<file path="src/rtl/multicycle_controller.sv">
// Multi-cycle sequencing controller: steps one shared ALU and memory port through
// FETCH..WRITEBACK per instruction, with a bounded memory wait and retire counter.
module multicycle_controller #(
    parameter int MEM_TIMEOUT = 15
) (
    input  logic        clk,
    input  logic        reset,
    input  logic [6:0]  opcode,
    input  logic        zero,
    input  logic        mem_ready,
    output logic        pc_write,
    output logic [1:0]  pc_src,
    output logic        ir_write,
    output logic        reg_write,
    output logic [1:0]  wb_sel,
    output logic        alu_src,
    output logic [1:0]  alu_op,
    output logic        mem_read,
    output logic        mem_write,
    output logic        halted,
    output logic [1:0]  err,
    output logic [31:0] instret
);

    typedef enum logic [3:0] {
        FETCH, DECODE, EXEC_R, EXEC_I, EXEC_LS, MEM_RD, MEM_WR,
        WB_ALU, WB_MEM, BRANCH, JALR, HALT
    } state_e;

    localparam logic [6:0] OP_R    = 7'b0110011;
    localparam logic [6:0] OP_I    = 7'b0010011;
    localparam logic [6:0] OP_LOAD = 7'b0000011;
    localparam logic [6:0] OP_STOR = 7'b0100011;
    localparam logic [6:0] OP_BEQ  = 7'b1100011;
    localparam logic [6:0] OP_JALR = 7'b1100111;

    localparam logic [7:0] TIMEOUT = 8'(MEM_TIMEOUT);

    localparam logic [1:0] ERR_NONE = 2'b00;
    localparam logic [1:0] ERR_ILL  = 2'b01;
    localparam logic [1:0] ERR_TO   = 2'b10;

    state_e      state_q, state_d;
    logic [1:0]  err_q, err_d;
    logic [7:0]  wait_q, wait_d;
    logic        imm_q, imm_d;
    logic [31:0] instret_q, instret_d;
    logic        retire;

    always_ff @(posedge clk or posedge reset) begin
        if (reset) begin
            state_q   <= FETCH;
            err_q     <= ERR_NONE;
            wait_q    <= 8'd0;
            imm_q     <= 1'b0;
            instret_q <= 32'd0;
        end else begin
            state_q   <= state_d;
            err_q     <= err_d;
            wait_q    <= wait_d;
            imm_q     <= imm_d;
            instret_q <= instret_d;
        end
    end

    always_comb begin
        state_d   = state_q;
        err_d     = err_q;
        wait_d    = wait_q;
        imm_d     = imm_q;
        retire    = 1'b0;
        pc_write  = 1'b0;
        pc_src    = 2'b00;
        ir_write  = 1'b0;
        reg_write = 1'b0;
        wb_sel    = 2'b00;
        alu_src   = 1'b0;
        alu_op    = 2'b00;
        mem_read  = 1'b0;
        mem_write = 1'b0;
        halted    = 1'b0;
        err       = ERR_NONE;

        unique case (state_q)
            FETCH: begin
                ir_write = 1'b1;
                pc_write = 1'b1;
                state_d  = DECODE;
            end
            DECODE: begin
                unique case (opcode)
                    OP_R:            state_d = EXEC_R;
                    OP_I:            state_d = EXEC_I;
                    OP_LOAD, OP_STOR: state_d = EXEC_LS;
                    OP_BEQ:          state_d = BRANCH;
                    OP_JALR:         state_d = JALR;
                    default: begin
                        state_d = HALT;
                        err_d   = ERR_ILL;
                    end
                endcase
            end
            EXEC_R: begin
                alu_op  = 2'b10;
                imm_d   = 1'b0;
                state_d = WB_ALU;
            end
            EXEC_I: begin
                alu_src = 1'b1;
                alu_op  = 2'b11;
                imm_d   = 1'b1;
                state_d = WB_ALU;
            end
            EXEC_LS: begin
                alu_src = 1'b1;
                wait_d  = 8'd0;
                state_d = (opcode == OP_LOAD) ? MEM_RD : MEM_WR;
            end
            MEM_RD, MEM_WR: begin
                alu_src   = 1'b1;
                mem_read  = (state_q == MEM_RD);
                mem_write = (state_q == MEM_WR);
                // Ready wins over timeout when both land in the same cycle.
                if (mem_ready) begin
                    state_d = (state_q == MEM_RD) ? WB_MEM : FETCH;
                    retire  = (state_q == MEM_WR);
                end else if (wait_q == TIMEOUT) begin
                    state_d = HALT;
                    err_d   = ERR_TO;
                end else begin
                    wait_d = wait_q + 8'd1;
                end
            end
            WB_ALU: begin
                reg_write = 1'b1;
                alu_src   = imm_q;
                alu_op    = imm_q ? 2'b11 : 2'b10;
                retire    = 1'b1;
                state_d   = FETCH;
            end
            WB_MEM: begin
                reg_write = 1'b1;
                wb_sel    = 2'b01;
                retire    = 1'b1;
                state_d   = FETCH;
            end
            BRANCH: begin
                alu_op   = 2'b01;
                pc_src   = 2'b01;
                pc_write = zero;
                retire   = 1'b1;
                state_d  = FETCH;
            end
            JALR: begin
                alu_src   = 1'b1;
                reg_write = 1'b1;
                wb_sel    = 2'b10;
                pc_write  = 1'b1;
                pc_src    = 2'b10;
                retire    = 1'b1;
                state_d   = FETCH;
            end
            HALT: begin
                halted = 1'b1;
                err    = err_q;
            end
            default: state_d = FETCH;
        endcase

        instret_d = retire ? instret_q + 32'd1 : instret_q;

        // Outputs are forced low for as long as reset is held, not just after the edge.
        if (reset) begin
            pc_write  = 1'b0;
            pc_src    = 2'b00;
            ir_write  = 1'b0;
            reg_write = 1'b0;
            wb_sel    = 2'b00;
            alu_src   = 1'b0;
            alu_op    = 2'b00;
            mem_read  = 1'b0;
            mem_write = 1'b0;
            halted    = 1'b0;
            err       = ERR_NONE;
        end
    end

    assign instret = instret_q;

endmodule

</file>
<file path="config.mk">
export PLATFORM = sky130hd
export DESIGN_NAME = multicycle_controller
export DESIGN_NICKNAME = d
export VERILOG_FILES = /design/src/rtl/multicycle_controller.sv
export SDC_FILE = /design/constraint.sdc
export NUM_CORES = 1
export LEC_CHECK = 0
export BUFFER_PORTS_ARGS = -buffer_cell sky130_fd_sc_hd__buf_2
export CAP_MARGIN = 20
export CELL_PAD_IN_SITES_DETAIL_PLACEMENT = 0
export CELL_PAD_IN_SITES_GLOBAL_PLACEMENT = 2
export CORE_AREA = 2 2 92 94
export CTS_CLUSTER_SIZE = 12
export DETAILED_ROUTE_END_ITERATION = 8
export DIE_AREA = 0 0 94 96
export PLACE_DENSITY = 0.84
export SYNTH_ARGS = -nofsm -noshare
export SYNTH_HDL_FRONTEND = slang
export SYNTH_SLANG_ARGS = --single-unit
</file>
<file path="constraint.sdc">
create_clock -name clk -period 3.9 [get_ports clk]
set_input_delay 0.78 -clock clk [delete_from_list [all_inputs] [get_ports clk]]
set_output_delay 0.78 -clock clk [all_outputs]
set_load 0.01 [all_outputs]
</file>
==> results.md, run 1 <==
- Layout cell share with drive strength beyond 1: 0.232
- Max Fanout on Critical Path: 17
- ANT cells: 0
- P_sw: around 570 uW
- Hold Path Stages: 1
- Drt total wl: just under 6 mm
- Mapped cell area: about 2600 sq um
- Worst Setup Slack, final: 1.25 ns
- Mapped Nets: between 200 and 300
- Max_slew headroom: 0.608
- Crit. End Element: output port
- RSZ-0062 raised after global routing: no
- Die Span Y: around 96 um
- Clk pwr share: 0.195
- R2r setup slk: 1.55 ns
- Max Cap Viol: 0
- Flop pwr share: 0.474
- CTS tree: done
- Hold/Removal Path Class: flop to flop
- Post-CTS resize count: 0
- Die X-Extent: 94 um
- Worst slew pin tran: between 0.5 and 0.6 ns
- Grt ovf: 0
- First-pass GRT wire length: about 10 mm
- Routed wire per std cell: about 14 um
- Synth Flop Type: dfrtp_1
- Filler cells: 837
- Async set-reset flop share out of synthesis: 1.00
- Seq/Total Area, Yosys: 0.457
- Internal power: 868 uW
- Die Area: roughly 9000 sq um
- GP Congestion: ~0.76
- Post-CTS Hold Buffers: 0
- Max-slew violations: 0
- Synth warn: 0
- Reg2reg path depth: 5
- # DRC: 0
- Clock root buffer: clkbuf_8
- Cell Rows: 33
- Startpoint Class: flop
- Syn Area/Cell: 9.53 sq um
- Min cycle time layout: 2.65 ns
- Initial drt markers: 74
- Final setup vio count: 0
- Status: finished, final reports clean
- Clock Tree Buf Depth: 2
- VDD IR max: about 0.25 mV
- PwrDens: approximately 470 nW/um^2
- Vias in the first global route: a little over 2,000
- Port Buf Inserts: between 50 and 60
- Syn-to-layout area delta: 18.1%
- Cts bufs inserted: 5
- H-tree Lvls: 2
- Clock skew after layout: around 0.0090 ns
- DR vias/cell: 5.05
- Initial antenna violation count: 0
- Largest net degree at the start of global routing: 49
- Unique masters post-synth: slightly above 50
- Crit Path Class: flop to output port
- Clock sink count: 47
- DR vias: around 2,200
- Core Box Area: slightly above 8000 sq um
- Switching Share: 0.395
- All-Layer GR Usage: 0.141
- Crit path DAT: approximately 1.9 ns
- Clk_lat worst skew: ~0.29 ns
- Worst EP required: 3.12 ns
- Post-route antenna net violation count: 0
- Initial cell density of the core: 0.320
- Setup tns final: 0 ns
- Post-CTS Setup Inserts: 0
- Nets@finish: around 340
- Leakage power: roughly 1.4 nW
- Combinational power share: 0.331
- Synthesized flop and latch total: 47
- Number of synthesized flops with an enable pin: 0
- Clk slew on worst S/H paths: 0.09 ns
- Fmax: 378 MHz
- Final hold viol count: 0
- Drt pass-1 iters: 4
- Cells after Synth: 270
- Ratio of final minimum period to clock period: 0.679
- Final HPWL DP: 4.32 mm
- I/O pin cnt: 58
- Setup WS pre-CTS: 1.20 ns
## state kept, by name (all words and copies together), names as in the netlist
register and flops:
wait_q 8, imm_q 1, instret 32, state_q 4
err_q 2
## path summary, 6_finish.rpt
check | startpoint | endpoint
min reg2reg | err_q[0] | err_q[0]
min | err_q[0] | err_q[0]
max in group asynchronous | reset | instret[20]
min in group asynchronous | reset | state_q[2]
max reg2reg | state_q[1] | instret[5]
max | state_q[1] | alu_op[0]
## final cells by class
cell class	count	area, sq um	area share
well taps	105	131	0.0432
clock inverters	1	5.00	0.00165
inverters	8	30.0	0.00988
multi-input cells	206	1330	0.437
repair buffers	58	293	0.0963
clock buffers	7	76.3	0.0251
flip-flops and latches	47	1180	0.387
## critical path, stage by stage, from the launching register on
cell	delay [ns]
dfrtp_1	0.67
nand2b_1	0.27
a21oi_1	0.19
a21oi_1	0.07
nor3b_1	0.21
buf_2	0.17
## layer usage
metal  global-route usage  vias up  wire length [um]
li1                     -     1068                 -
met1                0.193     1038              2810
met2                0.226       69              2740
met3               0.0290        7               336
met4               0.0386        0                64
met5                    0        -                 0
## cells in the mapped netlist, types with 2 or more instances
master	n	share of area
o21ai_0	10	0.019
o21ai_1	4	0.0078
nor3_2	2	0.0078
and3_1	6	0.015
ha_1	2	0.0097
buf_2	2	0.0039
inv_1	8	0.012
and3b_1	2	0.0068
nor4_1	2	0.0049
nand3_1	13	0.025
dfrtp_1	47	0.46
a211oi_1	3	0.0087
nor2_1	32	0.047
nor3b_1	2	0.0058
and4_1	5	0.017
nand2b_1	7	0.017
nor3_1	4	0.0078
clkbuf_1	6	0.0087
a21oi_1	9	0.017
xor2_1	9	0.031
nand4_1	14	0.034
xnor2_1	28	0.095
and2_1	5	0.012
nor2b_1	4	0.0097
nand2_1	17	0.025
o21ai_2	2	0.0068
## power groups by stage
| stage | clock [mW] | combinational [mW] | sequential [mW] |
|---|---|---|---|
| global placement | 0 | 0.476 | 0.688 |
| detailed placement | 0 | 0.479 | 0.688 |
| finish | 0.280 | 0.474 | 0.680 |
| floorplan | 0 | 0.373 | 0.638 |
| CTS | 0.294 | 0.479 | 0.679 |
| global route | 0.321 | 0.536 | 0.698 |
## stage by stage
step / util / power [mW] / cells / hold slack (ns) / area, sq um
2_1_floorplan: - / 1.01 / 270 / 0.441 / 2570
3_3_place_gp: 0.367 / 1.16 / 424 / 0.462 / 2960
3_5_place_dp: 0.367 / 1.17 / 424 / 0.462 / 2960
4_1_cts: 0.377 / 1.45 / 432 / 0.482 / 3040
5_1_grt: 0.377 / 1.55 / 432 / 0.508 / 3040
6_report: 0.377 / 1.43 / 432 / 0.481 / 3040
## cells by family (layout without fill, tap and decap cells)
kind of cell,after synthesis,after routing,share of synthesized area
xor gates and xnor gates,37,37,0.126
adders and majority gates,2,2,0.00972
and+or+nand+nor,122,122,0.262
muxes,1,1,0.00437
buffers and inverters,17,74,0.0272
DFF,47,47,0.457
AOI/OAI and AO/OA,44,44,0.114
## cell usage in the layout, fill, tap and decap left out, types with 3 or more instances in the layout
cell type  instances
o21ai_0           10
nor3_1             4
nand2b_1           7
xnor2_1           28
dfrtp_1           47
buf_2             57
nand3_1           13
inv_1              7
and4_1             5
nand4_1           14
and2_1             5
nor2_1            32
clkbuf_8           5
o21ai_1            4
xor2_1             9
a21oi_1            9
nand2_1           17
nor2b_1            4
and3_1             6
a211oi_1           3
Power figures use the tool's default switching activity.
==> inputs of run 2 (changes only) <==
- clock period: 3.9 -> 2.7 ns (I/O delays scaled with it)
==> run 2 against run 1 <==
Compared with the run above:
- sequential cell count did not move
- setup slack got worse by 1.0 ns
- wire length rose by 2.7%
- power rose by 51%
- clock power rose by 64%
- clock-buffer cell count rose by 1
- non-clock buffer count rose by 2
- worst hold slack got worse by 0.25 ns
- final cell count rose by 0.46%
- sequential power rose by 44%
- combinational power rose by 53%
- first-iteration DRC count rose by 14%
==> results.md, run 2 (same netlist as run 1, synthesis figures left out) <==
- Status: finished, final reports clean
- Cts bufs inserted: 5 (unchanged)
- Drt pass-1 iters: 4 (unchanged)
- Post-CTS resize count: 0 (unchanged)
- Nets@finish: 341 (+0.59%)
- ANT cells: 0 (unchanged)
- Crit Path Class: flop to output port
- Hold/Removal Path Class: primary input to async pin
- Slowest cell on crit path: dfrtp_1
- Port Buf Inserts: 57 (unchanged)
- Leakage power: 1.46 nW (+1.2%)
- Register area: 1180 sq um (unchanged)
- Core Box Area: 8050 sq um (unchanged)
- Final HPWL DP: 4.50 mm (+4.1%)
- Vias in the first global route: 2,003 (-1.8%)
- Cell Rows: 33 (unchanged)
- Crit. End Element: output port
- Crit path buf inv count: 1 (unchanged)
- First-pass GRT wire length: 10.2 mm (+1.7%)
- Max-slew violations: 0 (unchanged)
- Post-route antenna net violation count: 0 (unchanged)
- Final instance area: 3090 sq um (+1.6%)
- Routed wire per std cell: 14.1 um (+2.2%)
- Most frequent cells in the layout: buf_2, dfrtp_1, nor2_1
- RSZ-0062 raised after global routing: no
- Worst EP required: 2.16 ns (-0.96 ns)
- Ratio of final minimum period to clock period: 0.911
- H-tree Lvls: 2 (unchanged)
- CP delay by family, top: flip-flops
- VDD IR max: 0.334 mV (+34%)
- Max Fanout on Critical Path: 17 (unchanged)
- Crit path DAT: 1.92 ns (+0.05 ns)
- Clock root buffer: clkbuf_8
- Worst slew pin tran: 0.607 ns (+0.0222 ns)
- DR vias: 2,164 (-0.82%)
- Placed cells: 426 (+0.47%)
- Min cycle time layout: between 2 and 2.5 ns
- Post-CTS Setup Inserts: 0 (unchanged)
- Worst Setup Slack, final: 0.239 ns (-1.01 ns)
- Most used cell along the critical path: a21oi_1
- Grt ovf: 0 (unchanged)
- All-Layer GR Usage: 0.142 (+0.00184)
- Non-filler cells, final: 434 (+0.46%)
- Fmax: approximately 410 MHz
- Final setup vio count: 0 (unchanged)
- Die Area: 9020 sq um (unchanged)
- Initial drt markers: 84 (+14%)
- Clk slew on worst S/H paths: 0.08 ns (about the same)
- Die Span Y: 96 um (unchanged)
- Startpoint Class: flop
- Most common cell after layout, fill and taps aside: buf_2
- CP Cell Sequence: nand2b_1, a21oi_1, a21oi_1, nor3b_1, buf_2
- # DRC: 0 (unchanged)
- Max Cap Viol: 0 (unchanged)
- Post-CTS Hold Buffers: 0 (unchanged)
- Placement Cell Area: 2990 sq um (+1.1%)
- Filler cells: 851 (+1.7%)
- PwrDens: 701 nW/um^2 (+49%)
- Clk_lat worst skew: 0.29 ns (about the same)
- Area of the multi-input gates: 1340 sq um (+0.94%)
- Die X-Extent: 94 um (unchanged)
- Setup tns final: 0 ns (unchanged)
- Final hold viol count: 0 (unchanged)
- Crit-path max cell delay: 0.66 ns (about the same)
- Initial cell density of the core: 0.320 (unchanged)
- Max_slew headroom: 0.594 (-0.0135)
- Layout cell share with drive strength beyond 1: 0.243 (+0.0107)
- GP Congestion: 0.853 (+12%)
- Clock Tree Buf Depth: 2 (unchanged)
- Clock sink count: 47 (unchanged)
- Initial antenna violation count: 0 (unchanged)
- CTS tree: done
- I/O pin cnt: 58 (unchanged)
- Syn-to-layout area delta: 20.0%
- Largest net degree at the start of global routing: 44 (-10%)
- Largest register FFs: 32 (unchanged)
- Setup WS pre-CTS: 0.541 ns (-0.654 ns)
- Drt total wl: 6.11 mm (+2.7%)
- Clock skew after layout: 0.00565 ns (-0.00332 ns)
- DR vias/cell: 4.99 (-1.3%)
==> run 2: final timing paths <==
check	start	end	slack [ns]	cells after the start
max in group asynchronous	reset	wait_q[5]	1.70	3
min in group clk	err_q[0]	err_q[0]	0.48	1
hold reg to reg	err_q[0]	err_q[0]	0.48	1
setup reg to reg	state_q[1]	instret[5]	0.55	5
setup / recovery	state_q[1]	alu_op[0]	0.24	5
hold / removal	reset	wait_q[0]	0.23	2
==> run 2: area by class of cell <==
class,instances,share of cell area
multi-input cells,206,0.434
flip-flops and latches,47,0.381
repair buffers,60,0.0996
well taps,105,0.0425
clock buffers,8,0.0324
inverters,8,0.0109
==> run 2: per-layer routing <==
layer  global-route usage  wire (um)  share of wire  up-vias
met4               0.0362         32         0.0052        0
met2                0.219       2750           0.45       60
met5                    0          0              0        -
met1                0.207       3000           0.49     1030
li1                     -          -              -     1072
met3               0.0266        326          0.053        2
==> run 2: metrics by stage <==
stage / power [mW] / utilization / hold slack [ns]
2_1_floorplan: 1.47 / - / 0.441
3_3_place_gp: 1.71 / 0.371 / 0.460
3_5_place_dp: 1.72 / 0.371 / 0.461
4_1_cts: 2.19 / 0.384 / 0.217
5_1_grt: 2.33 / 0.384 / 0.230
6_report: 2.17 / 0.384 / 0.226
==> run 2: report_power, final <==
group | switching (mW) | internal (mW)
Combinational | 0.428 | 0.297
Clock | 0.225 | 0.234
Sequential | 0.190 | 0.792
==> inputs of run 3 (changes only) <==
- CORE_AREA: 2 2 92 94 -> 2 2 96 98
- DIE_AREA: 0 0 94 96 -> 0 0 98 100
- PLACE_DENSITY: 0.84 -> 0.81
- REMOVE_ABC_BUFFERS: unset -> 1
- clock period: 2.7 -> 2.08 ns (I/O delays scaled with it)
==> run 3 against run 2 <==
Compared with the run above:
- sequential power rose by 22%
- worst hold slack improved by 0.16 ns
- first-iteration DRC count rose by 20%
- sequential cell count did not move
- wire length rose by 5.3%
- critical path depth did not move
==> results.md, run 3 (same netlist as run 1, synthesis figures left out) <==
- Met3 Use GR: 0.0320 (+0.00541)
- Die Span Y: 100 um (+4.2%)
- CTS tree: done
- End point of the critical path: reg_write
- Worst EP required: 1.66 ns (-0.50 ns)
- Post-CTS Hold Buffers: 0 (unchanged)
- VDD IR max: 0.357 mV (+7.1%)
- Final HPWL DP: 4.78 mm (+6.2%)
- CP delay by family, top: flip-flops
- H-tree Lvls: 2 (unchanged)
- Vias in the first global route: 2,113 (+5.5%)
- Initial antenna violation count: 0 (unchanged)
- Final instance area: 3260 sq um (+5.6%)
- Fmax: 502 MHz
- Max Fanout on Critical Path: 8 (-9)
- Worst setup path start: state_q[3]
- Syn-to-layout area delta: 26.8%
- DR vias: 2,252 (+4.1%)
- CP Cell Sequence: buf_4, nor2b_2, a21oi_1, nor2_1, buf_2
- PwrDens: 950 nW/um^2 (+35%)
- Leakage power: 1.57 nW (+7.6%)
- GRT met1 Usage: 0.192 (-0.0150)
- Crit path DAT: 1.57 ns (-0.35 ns)
- Clk_lat worst skew: 0.30 ns (about the same)
- Clk slew on worst S/H paths: 0.09 ns (about the same)
- Crit path buf inv count: 2 (+1)
- Worst slew pin tran: 0.601 ns (-0.00613 ns)
- Drt pass-1 iters: 4 (unchanged)
- Initial drt markers: 101 (+20%)
- Die Area: 9800 sq um (+8.6%)
- Final hold viol count: 0 (unchanged)
- Max Cap Viol: 0 (unchanged)
- # DRC: 0 (unchanged)
- Largest register FFs: 32 (unchanged)
- Placement Cell Area: 3060 sq um (+2.5%)
- Clock sink count: 47 (unchanged)
- I/O pin cnt: 58 (unchanged)
- Reg2reg path depth: 6 (+1)
- First-pass GRT wire length: 10.7 mm (+5.0%)
- GRT busiest layer: met2
- Clock skew after layout: 0.0104 ns (+0.00472 ns)
- Crit-path max cell delay: 0.46 ns (-0.20 ns)
- Hold/Removal Path Class: primary input to async pin
- GP Congestion: 0.845 (-0.95%)
- Setup WS pre-CTS: 0.139 ns (-0.402 ns)
- Port Buf Inserts: 57 (unchanged)
- Max_slew headroom: 0.599 (+0.00492)
- Ratio of final minimum period to clock period: 0.957
- ANT cells: 0 (unchanged)
- Most frequent cells in the layout: buf_2, dfrtp_1, nor2_1
- R2r setup slk: 0.19 ns (-0.36 ns)
- Largest net degree at the start of global routing: 48 (+9.1%)
- Slowest cell on crit path: dfrtp_2
- Crit. End Element: output port
- All-Layer GR Usage: 0.135 (-0.00742)
- Clock Tree Buf Depth: 2 (unchanged)
- Max-slew violations: 0 (unchanged)
- Status: finished, final reports clean
- Worst path depth: 5 (unchanged)
- Clock root buffer: clkbuf_8
- Routed wire per std cell: 14.1 um (+0.25%)
- Grt ovf: 0 (unchanged)
- Min cycle time layout: between 1.5 and 2 ns
- Setup tns final: 0 ns (unchanged)
- Post-route antenna net violation count: 0 (unchanged)
- Reg2reg end: instret[29]
- Total power: 3.10 mW (+43%)
- Startpoint Class: flop
- Initial cell density of the core: 0.290 (-0.0301)
- Worst Setup Slack, final: 0.0895 ns (-0.149 ns)
- Cell Rows: 35 (+6.1%)
- Layout cell share with drive strength beyond 1: 0.313 (+0.0699)
- Worst reg2reg startpoint: state_q[0]
- Crit Path Class: flop to output port
- Core Box Area: 8890 sq um (+10%)
- Most common cell after layout, fill and taps aside: buf_2
- Cts bufs inserted: 5 (unchanged)
- Nets@finish: 357 (+4.7%)
- Drt total wl: 6.44 mm (+5.3%)
- Routing usage on met2: 0.203 (-0.0157)
- DR vias/cell: 4.94 (-0.95%)
- Die X-Extent: 98 um (+4.3%)
- Final setup vio count: 0 (unchanged)
-- run 3: cell types whose count changed in the layout (fill, tap and decap cells not counted), sizes merged --
cell	delta
buf	+16
clkinvlp	-1
inv	+1
clkbuf	-2
bufinv	+1
clkinv	+1
-- run 3: area by class of cell --
cell class	instances	area (sq um)
fillers	938	5630
multi-input cells	206	1370
flip-flops and latches	47	1180
repair buffers	76	428
well taps	111	139
clock buffers	6	82.6
clock inverters	2	35.0
inverters	8	30.0
-- run 3: tightest hold or removal path, stage by stage --
cell and delay, ns:
buf_2 0.16, inv_2 0.10, buf_4 0.49
-- run 3: layer usage --
layer	part of all wire	up-vias
li1	-	1110
met1	0.49	1072
met2	0.44	61
met3	0.052	9
met4	0.016	0
met5	0	-
-- run 3: worst min path at each step --
stage / startpoint / endpoint / slack (ns) / depth (start not counted)
after floorplan: err_q[0] / err_q[0] / 0.44 / 1
after global routing: reset / imm_q / 0.46 / 3
after global placement: err_q[0] / err_q[0] / 0.46 / 1
after detailed placement: err_q[0] / err_q[0] / 0.47 / 1
final: reset / imm_q / 0.38 / 3
after CTS: reset / imm_q / 0.41 / 3
-- run 3: where the power goes --
group / leakage, nW / switching (mW) / internal [mW]
clock network: 0.0612 / 0.311 / 0.389
logic: 0.884 / 0.669 / 0.527
registers: 0.622 / 0.166 / 1.04
-- run 3: what timing repair did --
| action | CTS | global route |
|---|---|---|
| setup buffers | 0 | 5 |
| resized for setup | 2 | 13 |
| setup endpoints to repair | 2 | 11 |
| gates cloned | 0 | 0 |
| hold endpoints to repair | 0 | 0 |
-- run 3: stage by stage --
| stage | hold WS, ns | utilization | std cells |
|---|---|---|---|
| after detailed placement | 0.470 | 0.345 | 443 |
| final | 0.384 | 0.367 | 456 |
| after floorplan | 0.441 | - | 261 |
| after global placement | 0.462 | 0.345 | 443 |
| after CTS | 0.408 | 0.358 | 451 |
| after global routing | 0.463 | 0.367 | 456 |
